`config.mk`:
```
export PLATFORM = sky130hd
export DESIGN_NAME = modulo_debouncer_botoes
export DESIGN_NICKNAME = d
export VERILOG_FILES = /design/src/rtl/modulo_debouncer_botoes.sv
export SDC_FILE = /design/constraint.sdc
export NUM_CORES = 1
export LEC_CHECK = 0
export ABC_AREA = 1
export ABC_CLOCK_PERIOD_IN_PS = 3600
export CAP_MARGIN = 20
export CELL_PAD_IN_SITES_DETAIL_PLACEMENT = 1
export CELL_PAD_IN_SITES_GLOBAL_PLACEMENT = 2
export CORE_ASPECT_RATIO = 2
export CORE_UTILIZATION = 36
export CTS_CLUSTER_SIZE = 12
export DETAILED_ROUTE_END_ITERATION = 10
export GPL_ROUTABILITY_DRIVEN = 0
export GPL_TIMING_DRIVEN = 1
export MAX_ROUTING_LAYER = met4
export PLACE_DENSITY = 0.86
export SETUP_SLACK_MARGIN = 0.2
export SYNTH_ARGS = -nofsm -noshare
export SYNTH_HDL_FRONTEND = slang
export SYNTH_SLANG_ARGS = --single-unit
```
`constraint.sdc`:
```
create_clock -name clk_i -period 3.6 [get_ports clk_i]
set_input_delay 0.72 -clock clk_i [delete_from_list [all_inputs] [get_ports clk_i]]
set_output_delay 0.72 -clock clk_i [all_outputs]
set_load 0.02 [all_outputs]
```
`src/rtl/modulo_debouncer_botoes.sv`:
```
// Push-button front end: two active-low raw keys (op_c = cork-load, op = operation select).
// Each key is synchronised, debounced and turned into a clean level plus a one-clk pulse.
// A held key can auto-repeat its pulse at a fixed period.
module modulo_debouncer_botoes #(
  parameter int unsigned STABLE_CYCLES = 1000000,
  parameter int unsigned REPEAT_OP_C   = 0,
  parameter int unsigned REPEAT_OP     = 0,
  parameter int unsigned CNT_W         = 21
) (
  input  logic clk_i,
  input  logic clr_i,
  input  logic btn_op_c_i,
  input  logic btn_op_i,
  output logic op_c_pulse_o,
  output logic op_pulse_o,
  output logic op_c_level_o,
  output logic op_level_o
);

  typedef enum logic [1:0] {
    StIdle,
    StPressWait,
    StHeld,
    StReleaseWait
  } state_e;

  // Counters stick at all-ones instead of wrapping.
  function automatic logic [CNT_W-1:0] sat_inc(input logic [CNT_W-1:0] v);
    return (v == '1) ? v : v + 1'b1;
  endfunction

  // Channel 0 = op_c, channel 1 = op.
  logic [1:0] btn_raw;
  logic [1:0] pulse;
  logic [1:0] level;

  assign btn_raw = {btn_op_i, btn_op_c_i};

  for (genvar ch = 0; ch < 2; ch++) begin : g_chan
    localparam int unsigned Repeat = (ch == 0) ? REPEAT_OP_C : REPEAT_OP;
    localparam logic [CNT_W-1:0] StableLast = CNT_W'(STABLE_CYCLES - 1);
    localparam logic [CNT_W-1:0] RepeatLast = (Repeat == 0) ? '0 : CNT_W'(Repeat - 1);

    logic             sync1_q;
    logic             sync2_q;
    state_e           state_q;
    logic [CNT_W-1:0] cnt_q;
    logic [CNT_W-1:0] rep_q;
    logic             pulse_q;
    logic             level_q;
    logic             pressed;

    // Keys are active-low: a 0 out of the second sync flop means pressed.
    assign pressed = ~sync2_q;

    // Synchroniser, debounce FSM, counters and registered outputs for one key.
    always_ff @(posedge clk_i) begin
      if (clr_i) begin
        sync1_q <= 1'b1;
        sync2_q <= 1'b1;
        state_q <= StIdle;
        cnt_q   <= '0;
        rep_q   <= '0;
        pulse_q <= 1'b0;
        level_q <= 1'b0;
      end else begin
        sync1_q <= btn_raw[ch];
        sync2_q <= sync1_q;
        pulse_q <= 1'b0;
        case (state_q)
          StIdle: begin
            if (pressed) begin
              state_q <= StPressWait;
              cnt_q   <= '0;
            end
          end
          StPressWait: begin
            if (!pressed) begin
              // Press shorter than the stable window: a glitch, drop it.
              state_q <= StIdle;
            end else if (cnt_q == StableLast) begin
              state_q <= StHeld;
              pulse_q <= 1'b1;
              rep_q   <= '0;
              level_q <= 1'b1;
            end else begin
              cnt_q <= sat_inc(cnt_q);
            end
          end
          StHeld: begin
            if (!pressed) begin
              state_q <= StReleaseWait;
              cnt_q   <= '0;
            end else if (Repeat != 0) begin
              if (rep_q == RepeatLast) begin
                pulse_q <= 1'b1;
                rep_q   <= '0;
              end else begin
                rep_q <= sat_inc(rep_q);
              end
            end
          end
          StReleaseWait: begin
            if (pressed) begin
              // Release bounce: back to held, repeat phase restarts, no new pulse.
              state_q <= StHeld;
              rep_q   <= '0;
            end else if (cnt_q == StableLast) begin
              state_q <= StIdle;
              level_q <= 1'b0;
            end else begin
              cnt_q <= sat_inc(cnt_q);
            end
          end
          default: state_q <= StIdle;
        endcase
      end
    end

    assign pulse[ch] = pulse_q;
    assign level[ch] = level_q;
  end

  assign op_c_pulse_o = pulse[0];
  assign op_pulse_o   = pulse[1];
  assign op_c_level_o = level[0];
  assign op_level_o   = level[1];

endmodule

```
Word level (Yosys, flattened, before mapping)
Cells that the tools add are included.
{"block": "word_totals", "input_bits": 4, "ff_bits": 54, "word_cells": 94}
{"block": "op_classes", "reduce_logical": 12, "n_bitwise": 2, "n_addsub": 2, "n_eq_ne": 26, "n_mux": 40}
{"operator": "$mux W21", "n": 12}
{"operator": "$pmux W21 S4", "n": 2}
{"operator": "$add A21 B1 Y21 const B", "n": 2}
{"operator": "$eq A21 B20 Y1 const B", "n": 2}
{"operator": "$eq A21 B21 Y1 const B", "n": 2}
{"operator": "$mux W2", "n": 12}
{"operator": "$ne A2 B2 Y1 const B", "n": 12}
{"operator": "$pmux W2 S4", "n": 2}
{"operator": "$reduce_and A4 Y1", "n": 4}
{"operator": "$ne A3 B3 Y1 const B", "n": 4}
{"operator": "$mux W1", "n": 10}
{"operator": "$reduce_and A5 Y1", "n": 2}
{"operator": "$eq A2 B2 Y1 const B", "n": 4}
{"operator": "$reduce_or A3 Y1", "n": 2}
{"operator": "$eq A2 B1 Y1 const B", "n": 2}
{"operator": "$logic_not A2 Y1", "n": 2}
{"operator": "$pmux W1 S2", "n": 2}
{"operator": "$reduce_bool A2 Y1", "n": 2}
{"operator": "$not A1 Y1", "n": 2}

Logic depth before layout (Yosys ltp)
Gate-level depths: netlist (run 1).
{"block": "logic_depth", "ltp_word": 5, "depth_mapped": 11, "ltp_nobuf": 11}

Worst setup path after synthesis (run 1)
Ideal clock, no wire load.
{"block": "synth_timing", "path_kind": "register -> register", "start": "register g_chan[1].cnt_q[0]", "end": "register g_chan[1].cnt_q[0]", "required_time_ps": 3484, "setup_slack_ps": 1905, "synth_period_minus_slack_ps": 1695, "stages_incl_launch_ff": 12, "arrival_ps": 1579, "setup_ps": 116, "n_path_buf": 1, "path_cell_list": "dfxtp_1 ha_1 nand2_1 nor2_1 nand2_1 nor2_2 nand2_1 nor2_1 nor2_2 buf_6 nor2_1 nor2_1"}
{"block": "synth_via", "elab_chain_cells": 5, "word_cells_on_any_way": 8}
{"item": "start: declaration", "line_no": "47", "rtl": "logic [CNT_W-1:0] cnt_q;"}
{"item": "start signal: assignment", "line_no": "87", "rtl": "cnt_q <= sat_inc(cnt_q);"}
{"item": "start signal: assignment", "line_no": "112", "rtl": "cnt_q <= sat_inc(cnt_q);"}
{"item": "$add A21 B1 Y21 or $eq A21 B21 Y1 (tied branches)", "line_no": "29", "rtl": "return (v == '1) ? v : v + 1'b1;"}
{"item": "$mux W21", "line_no": "29"}
{"item": "$mux W21 *", "line_no": "81, 108"}
{"item": "$mux W21 (on tied branches)", "line_no": "104, 78"}
{"item": "$pmux W21 S4 *", "line_no": "70", "rtl": "case (state_q)"}
Mark *: on every way between the ends. The rest lies on a longest branch, timed or not. The select of a mux whose other input is x is not followed.
A chain may end at the register's enable or synchronous reset.

Worst setup path in the final report (run 1)
{"block": "layout_timing", "start": "register g_chan[0].cnt_q[0]", "end": "register g_chan[0].cnt_q[19]"}
{"block": "layout_via", "elab_chain_cells": 5, "word_cells_on_any_way": 8}
{"item": "start: declaration", "line_no": "47"}
{"item": "start signal: assignment", "line_no": "87"}
{"item": "start signal: assignment", "line_no": "112"}
{"item": "$add A21 B1 Y21 or $eq A21 B21 Y1 (tied branches)", "line_no": "29"}
{"item": "$mux W21", "line_no": "29"}
{"item": "$mux W21 *", "line_no": "81, 108"}
{"item": "$mux W21 (on tied branches)", "line_no": "104, 78"}
{"item": "$pmux W21 S4 *", "line_no": "70"}
Marks and branches as above.

==> qor.txt, run 1 <==
Routed wl met3 - 98 um
Worst slew pin tran - 0.919 ns
Critical path peak fanout - 20
Via density - 5.18
Layout cells sized above 1 - 7.33%
Max Clk Rate - 409 MHz
Drt initial violations - 136
Diode count - 0
DR top layer - met4
DRC Markers - 0
TNS Setup - 0 ns
Num CTS Buffers - 5
Largest net degree at the start of global routing - 21
P_leak - 1.43 nW
Worst setup EP type - flip-flop
Max-cap viol count - 0
Period utilization - 68.0%
Worst path arrival time - 2.65 ns
Routed Antenna Nets - 0
Total power - 0.00124 W
Crit path required time - 3.80 ns
Post-DP HPWL - 8.20 mm
Vias post-DR - 3356
Syn_nets - 550
Sequential fraction of the synthesis area - 32.3%
Post-CTS Repair Setup Buffers - 0
Crit path launch type - flip-flop
Adder-cell share of the synthesized area - 0.748%
TritonCTS clock tree - done
Worst Clk Skew - 0.00824 ns
P&R area growth vs syn - 8.27%
RSZ-0062 raised after global routing - no
Synth Area in Simple Gates - 47.1%
Critical-path cell list - ha_1 -> nand2_1 -> nor2_4 -> nand3_1 -> nor2_2 -> nor2_2 -> nand2_4 -> inv_1 -> nand2_1 -> nand2_1 -> nor2_1
Final hold violations - 0
Die extent in x - 70.2 um
Worst path max stage delay - 0.70 ns
Setup Viol. Count Final - 0
Layout fillers - 1223
Grt ovf - 0
Hold_buf cts - 0
DR WL/cell - 15.9 um
Crit path max-delay cell type - nor2_2
IO Port Bufs - 7
Largest family of logic cells by synthesized area - simple AND/OR/NAND/NOR gates
Most common cell on crit path - nand2_1
Nets - 551
Die area - 0.00970 mm2
TritonRoute pass-1 iters - 4
Clk slew on worst S/H paths - 0.08 ns
Post-Syn Area - 0.00334 mm2
Core area - 0.00901 mm2
Yosys Warn Count - 0
Die height - 138 um
Vias in the first global route - 3431
Gate Count Post-Synth - 544
Cell Pwr Density - 343 mW/mm2
Crit Path Class - flip-flop to flip-flop
Site row count - 49
Final Slew Violations - 0
WL met2 - 5.91 mm
WL final - 10.3 mm
Clock sink count - 54
Worst hold path type - flip-flop to flip-flop
Final WS setup - 1.15 ns
Post-synthesis mux area share - 0%
Global-route wire length before repair - 17.1 mm
Count of state elements after synthesis - 54
Worst VDD drop - 0.000194 V
Initial Util - 37.1%
Clock buffer depth - 2
Tmin final - 2.45 ns
Initial antenna violation count - 0
DP Worst Slack - 0.957 ns
Complex-gate fraction of the synthesized area - 8.34%
Status - finished, final reports clean
Avg Cell Area, Syn - 6.15 um2
Root Buffer Master - clkbuf_16
Boundary pin count - 8
Distinct cells, synth - 34
Number of cells upsized or downsized after cts - 0
Met1 WL - 3.77 mm
Max transition margin - 38.6%
Total GRT Usage - 22.9%
Worst-Skew Late Latency - 0.30 ns
Post-synthesis xor/xnor area fraction - 1.05%
H-tree depth reported by CTS - 2
## synth_stat cells
cell type / count / area (um2)
nand3_2: 1 / 10.0
nand3_1: 49 / 245
or2_2: 5 / 31.3
nand4_1: 16 / 100
dfxtp_1: 54 / 1080
o21bai_1: 3 / 22.5
a21oi_2: 4 / 35.0
clkbuf_1: 9 / 33.8
nor2_4: 3 / 33.8
nor2_2: 4 / 25.0
nand2_4: 2 / 22.5
nor3_1: 4 / 20.0
ha_1: 2 / 25.0
a31oi_1: 1 / 6.26
a21boi_0: 1 / 7.51
inv_1: 65 / 244
inv_2: 1 / 3.75
nor2_8: 1 / 20.0
xor2_1: 3 / 26.3
nand2_1: 141 / 529
nor2_1: 114 / 428
nor3b_1: 2 / 15.0
buf_6: 4 / 45.0
o21ai_0: 22 / 110
xnor2_1: 1 / 8.76
a21oi_1: 15 / 75.1
buf_2: 3 / 15.0
clkinv_1: 2 / 7.51
nand2_2: 5 / 31.3
nand3_4: 2 / 35.0
o211ai_1: 2 / 15.0
nand4_4: 1 / 21.3
a211oi_1: 1 / 7.51
nand3b_1: 1 / 7.51
## routing by layer
| metal | vias up | GRT usage (%) |
|---|---|---|
| li1 | 1708 | - |
| met1 | 1596 | 22.0 |
| met2 | 28 | 43.3 |
| met3 | 24 | 2.33 |
| met4 | 0 | 12.1 |
| met5 | - | - |
## cells in the final DEF (no fill, tap or decap), types with 2 or more instances in the layout
master,instances
o21bai_1,3
clkdlybuf4s50_1,7
nand2_2,5
nor3b_1,2
xor2_1,3
nor2_4,3
nor2_1,114
nor3_1,4
nor2_2,4
inv_1,65
o21ai_0,22
a21oi_2,4
nand3_1,49
nand3_4,2
dfxtp_1,54
buf_4,3
nand2_4,2
ha_1,2
or2_2,5
clkinv_1,2
nand2_1,141
nand4_1,16
o211ai_1,2
a21oi_1,15
clkbuf_16,5
## final cells by class
| class | count | area (um2) | share of cell area [%] |
|---|---|---|---|
| repair buffers | 10 | 92.6 | 2.56 |
| inverters | 68 | 255 | 7.05 |
| clock buffers | 5 | 125 | 3.46 |
| flip-flops and latches | 54 | 1080 | 29.9 |
| well taps | 102 | 128 | 3.52 |
| multi-input cells | 406 | 1910 | 52.9 |
| clock inverters | 3 | 25.0 | 0.691 |
## final timing paths
kind                           start                   to  slack (ns)  depth (start not counted)
setup / recovery  g_chan[0].cnt_q[0]  g_chan[0].cnt_q[19]        1.15                         11
hold / removal     g_chan[1].sync1_q    g_chan[1].sync2_q        0.42                          1
setup reg to reg  g_chan[0].cnt_q[0]  g_chan[0].cnt_q[19]        1.15                         11
hold reg to reg    g_chan[1].sync1_q    g_chan[1].sync2_q        0.42                          1
## flip-flops by register name (all words and copies together), names as in the netlist, named ones only
name and cells:
g_chan.sync2_q 2, g_chan.state_q 2, op_level_o 1, g_chan.cnt_q 42, op_c_pulse_o 1, g_chan.sync1_q 2, op_c_level_o 1, op_pulse_o 1
## critical path: cells and delay by family (launching register included)
family	cells	cell delay, ns
adders and majority gates	1	0.24
and+or+nand+nor	9	1.50
buffers and inverters	1	0.25
DFF	1	0.34
## stage by stage
stage               hold WS (ns)  cell area (um2)  std cells  utilization [%]
detailed placement         0.399             3470        640             38.5
CTS                        0.421             3620        648             40.2
finish                     0.416             3620        648             40.2
global route               0.429             3620        648             40.2
floorplan                  0.389             3340        544                -
global placement           0.394             3470        640             38.5
## where the power goes
| part | internal, W | switching, W |
|---|---|---|
| combinational | 0.0000318 | 0.0000659 |
| sequential | 0.000611 | 0.0000172 |
| clock | 0.000263 | 0.000254 |
## logic make-up (layout without fill, tap and decap cells)
group,Yosys count,count (layout)
xor gates and xnor gates,4,4
adders and majority gates,2,2
AOI/OAI and AO/OA,49,49
DFF,54,54
buffers and inverters,84,86
and+or+nand+nor,351,351
Power figures use the tool's default switching activity.
==> run 2, diff against run 1 <==
Settings changed: ABC_CLOCK_PERIOD_IN_PS 3600 to 2300, CORE_UTILIZATION 36 to 34, PLACE_DENSITY 0.86 to 0.82.
Clock period 3.6 ns to 2.3 ns, I/O delays scaled along.
==> run 2 against run 1 <==
Effect of this change:
- combinational power grew 77%
- global-route usage grew 0.12 points
- final cell count grew 5.9%
- via count grew 1.7%
- maximum frequency grew 26%
- sequential share of layout area shrank 1.3 points
- total power grew 65%
- highest routed layer unchanged
==> qor.txt, run 2 (synthesis results as in run 1) <==
Post-DP HPWL - 8.31 mm (+1.3%)
IO Port Bufs - 7 (unchanged)
Grt ovf - 0 (unchanged)
Max Clk Rate - 515 MHz (+26%)
Initial antenna violation count - 0 (unchanged)
TritonCTS clock tree - done
Max-cap viol count - 0 (unchanged)
Cell Pwr Density - 541 mW/mm2 (+58%)
Worst VDD drop - 0.000369 V (+90%)
Worst path max stage delay - 0.38 ns (-0.32 ns)
Period utilization - 84.4% (+16 points)
H-tree depth reported by CTS - 2 (unchanged)
Worst slew pin tran - 0.511 ns (-0.408 ns)
Hold_buf cts - 0 (unchanged)
CP bufs+invs - 1 (unchanged)
Clock buffer depth - 2 (unchanged)
Worst Clk Skew - 0.0110 ns (+0.00271 ns)
P_leak - 1.50 nW (+4.9%)
Initial Util - 35.4% (-1.7 points)
Site row count - 50 (+2.0%)
Max reg flops - 42 (unchanged)
DP Worst Slack - 0.181 ns (-0.776 ns)
Crit path max-delay cell type - dfxtp_1
Routed Antenna Nets - 0 (unchanged)
DRC Markers - 0 (unchanged)
Crit Path Class - flip-flop to flip-flop
Most frequent cells in the layout - nand2_1, nor2_1, inv_1
Num CTS Buffers - 5 (unchanged)
Vias post-DR - 3412 (+1.7%)
Max transition margin - 65.8% (+27 points)
Worst-Skew Late Latency - 0.30 ns (about the same)
Clk slew on worst S/H paths - 0.08 ns (about the same)
DR WL/cell - 15.5 um (-2.7%)
TNS Setup - 0 ns (unchanged)
Diode count - 0 (unchanged)
TritonRoute pass-1 iters - 4 (unchanged)
Reg-to-reg slack, setup - 0.36 ns (-0.79 ns)
Status - finished, final reports clean
Boundary pin count - 8 (unchanged)
Final WS setup - 0.359 ns (-0.794 ns)
Commonest non-fill, non-tap cell in the layout - nand2_1
Crit path required time - 2.55 ns (-1.25 ns)
Vias in the first global route - 3563 (+3.8%)
Most common cell on crit path - nand2_1
Die extent in x - 72.1 um (+2.8%)
P&R area growth vs syn - 13.3%
Via density - 4.97 (-4.0%)
Crit path launch type - flip-flop
Layout cells sized above 1 - 9.35% (+2.0 points)
Final hold violations - 0 (unchanged)
Global-route wire length before repair - 17.3 mm (+1.5%)
Nets - 561 (+1.8%)
Worst setup EP type - flip-flop
Clock sink count - 54 (unchanged)
Critical-path cell list - ha_1 -> nand2_1 -> nor2_2 -> nand2_1 -> nor2_4 -> nand3_4 -> nand3_4 -> nand2_2 -> inv_1 -> nand2_1 -> nand2_1
Critical path's top delay family - simple AND/OR/NAND/NOR gates
Core area - 0.00945 mm2 (+4.8%)
RSZ-0062 raised after global routing - no
Final Slew Violations - 0 (unchanged)
WL final - 10.6 mm (+3.1%)
Total GRT Usage - 23.0% (+0.12 points)
Die height - 142 um (+2.9%)
Die area - 0.0103 mm2 (+5.8%)
Drt initial violations - 119 (-13%)
Critical path peak fanout - 10 (-50%)
Worst hold path type - flip-flop to flip-flop
Largest net degree at the start of global routing - 26 (+24%)
Setup Viol. Count Final - 0 (unchanged)
Worst path arrival time - 2.19 ns (-0.46 ns)
Root Buffer Master - clkbuf_16
Largest Register - g_chan.cnt_q
Final core occ - 40.1% (-0.059 points)
Tmin final - 1.94 ns (-0.506 ns)
## run 2: metal layers
layer | up-vias | GRT usage [%] | share of wire, %
li1 | 1732 | - | -
met1 | 1614 | 19.5 | 34
met2 | 35 | 45.9 | 60
met3 | 31 | 2.41 | 1.1
met4 | 0 | 13.2 | 5.2
met5 | - | - | 0
## run 2: area by class of cell
type	count	area (um2)
sequential	54	1080
multi-input combinational	406	1940
inverter	68	255
timing repair buffer	20	180
clock buffer	5	125
tap	130	163
clock inverter	3	47.5
fill	1261	5660
## run 2: through the flow
step | hold slack [ns] | std cells | area [um2] | power, W
after global routing | 0.414 | 686 | 3790 | 0.00215
after floorplan | 0.389 | 544 | 3340 | 0.00112
after detailed placement | 0.397 | 678 | 3590 | 0.00117
after CTS | 0.411 | 686 | 3770 | 0.00210
after global placement | 0.393 | 678 | 3590 | 0.00117
final | 0.405 | 686 | 3790 | 0.00205
## run 2: path summary, 6_finish.rpt
check	start	to	depth (start not counted)
max	g_chan[1].cnt_q[0]	g_chan[1].cnt_q[15]	11
min	g_chan[0].sync1_q	g_chan[0].sync2_q	1
max reg2reg	g_chan[1].cnt_q[0]	g_chan[1].cnt_q[15]	11
min reg2reg	g_chan[0].sync1_q	g_chan[0].sync2_q	1
## run 2: worst register-to-register path: cells and delay by family, from the launching register on
| kind | cells | cell delay [ns] |
|---|---|---|
| DFF | 1 | 0.38 |
| buffers and inverters | 1 | 0.19 |
| and+or+nand+nor | 9 | 1.12 |
| adders and majority gates | 1 | 0.20 |
## run 2: power breakdown
part | leakage [nW] | total (W) | internal [W] | switching, W
clock | 0.0844 | 0.000901 | 0.000521 | 0.000380
sequential | 0.438 | 0.000977 | 0.000956 | 0.0000211
combinational | 0.974 | 0.000173 | 0.0000588 | 0.000115
total | 1.50 | 0.00205 | 0.00154 | 0.000516
## run 2: timing repair
| action | CTS | global route |
|---|---|---|
| gates cloned | 0 | 0 |
| setup endpoints to repair | 8 | 20 |
| pin swaps | 0 | 0 |
| resized for setup | 1 | 5 |
| setup buffers | 0 | 0 |
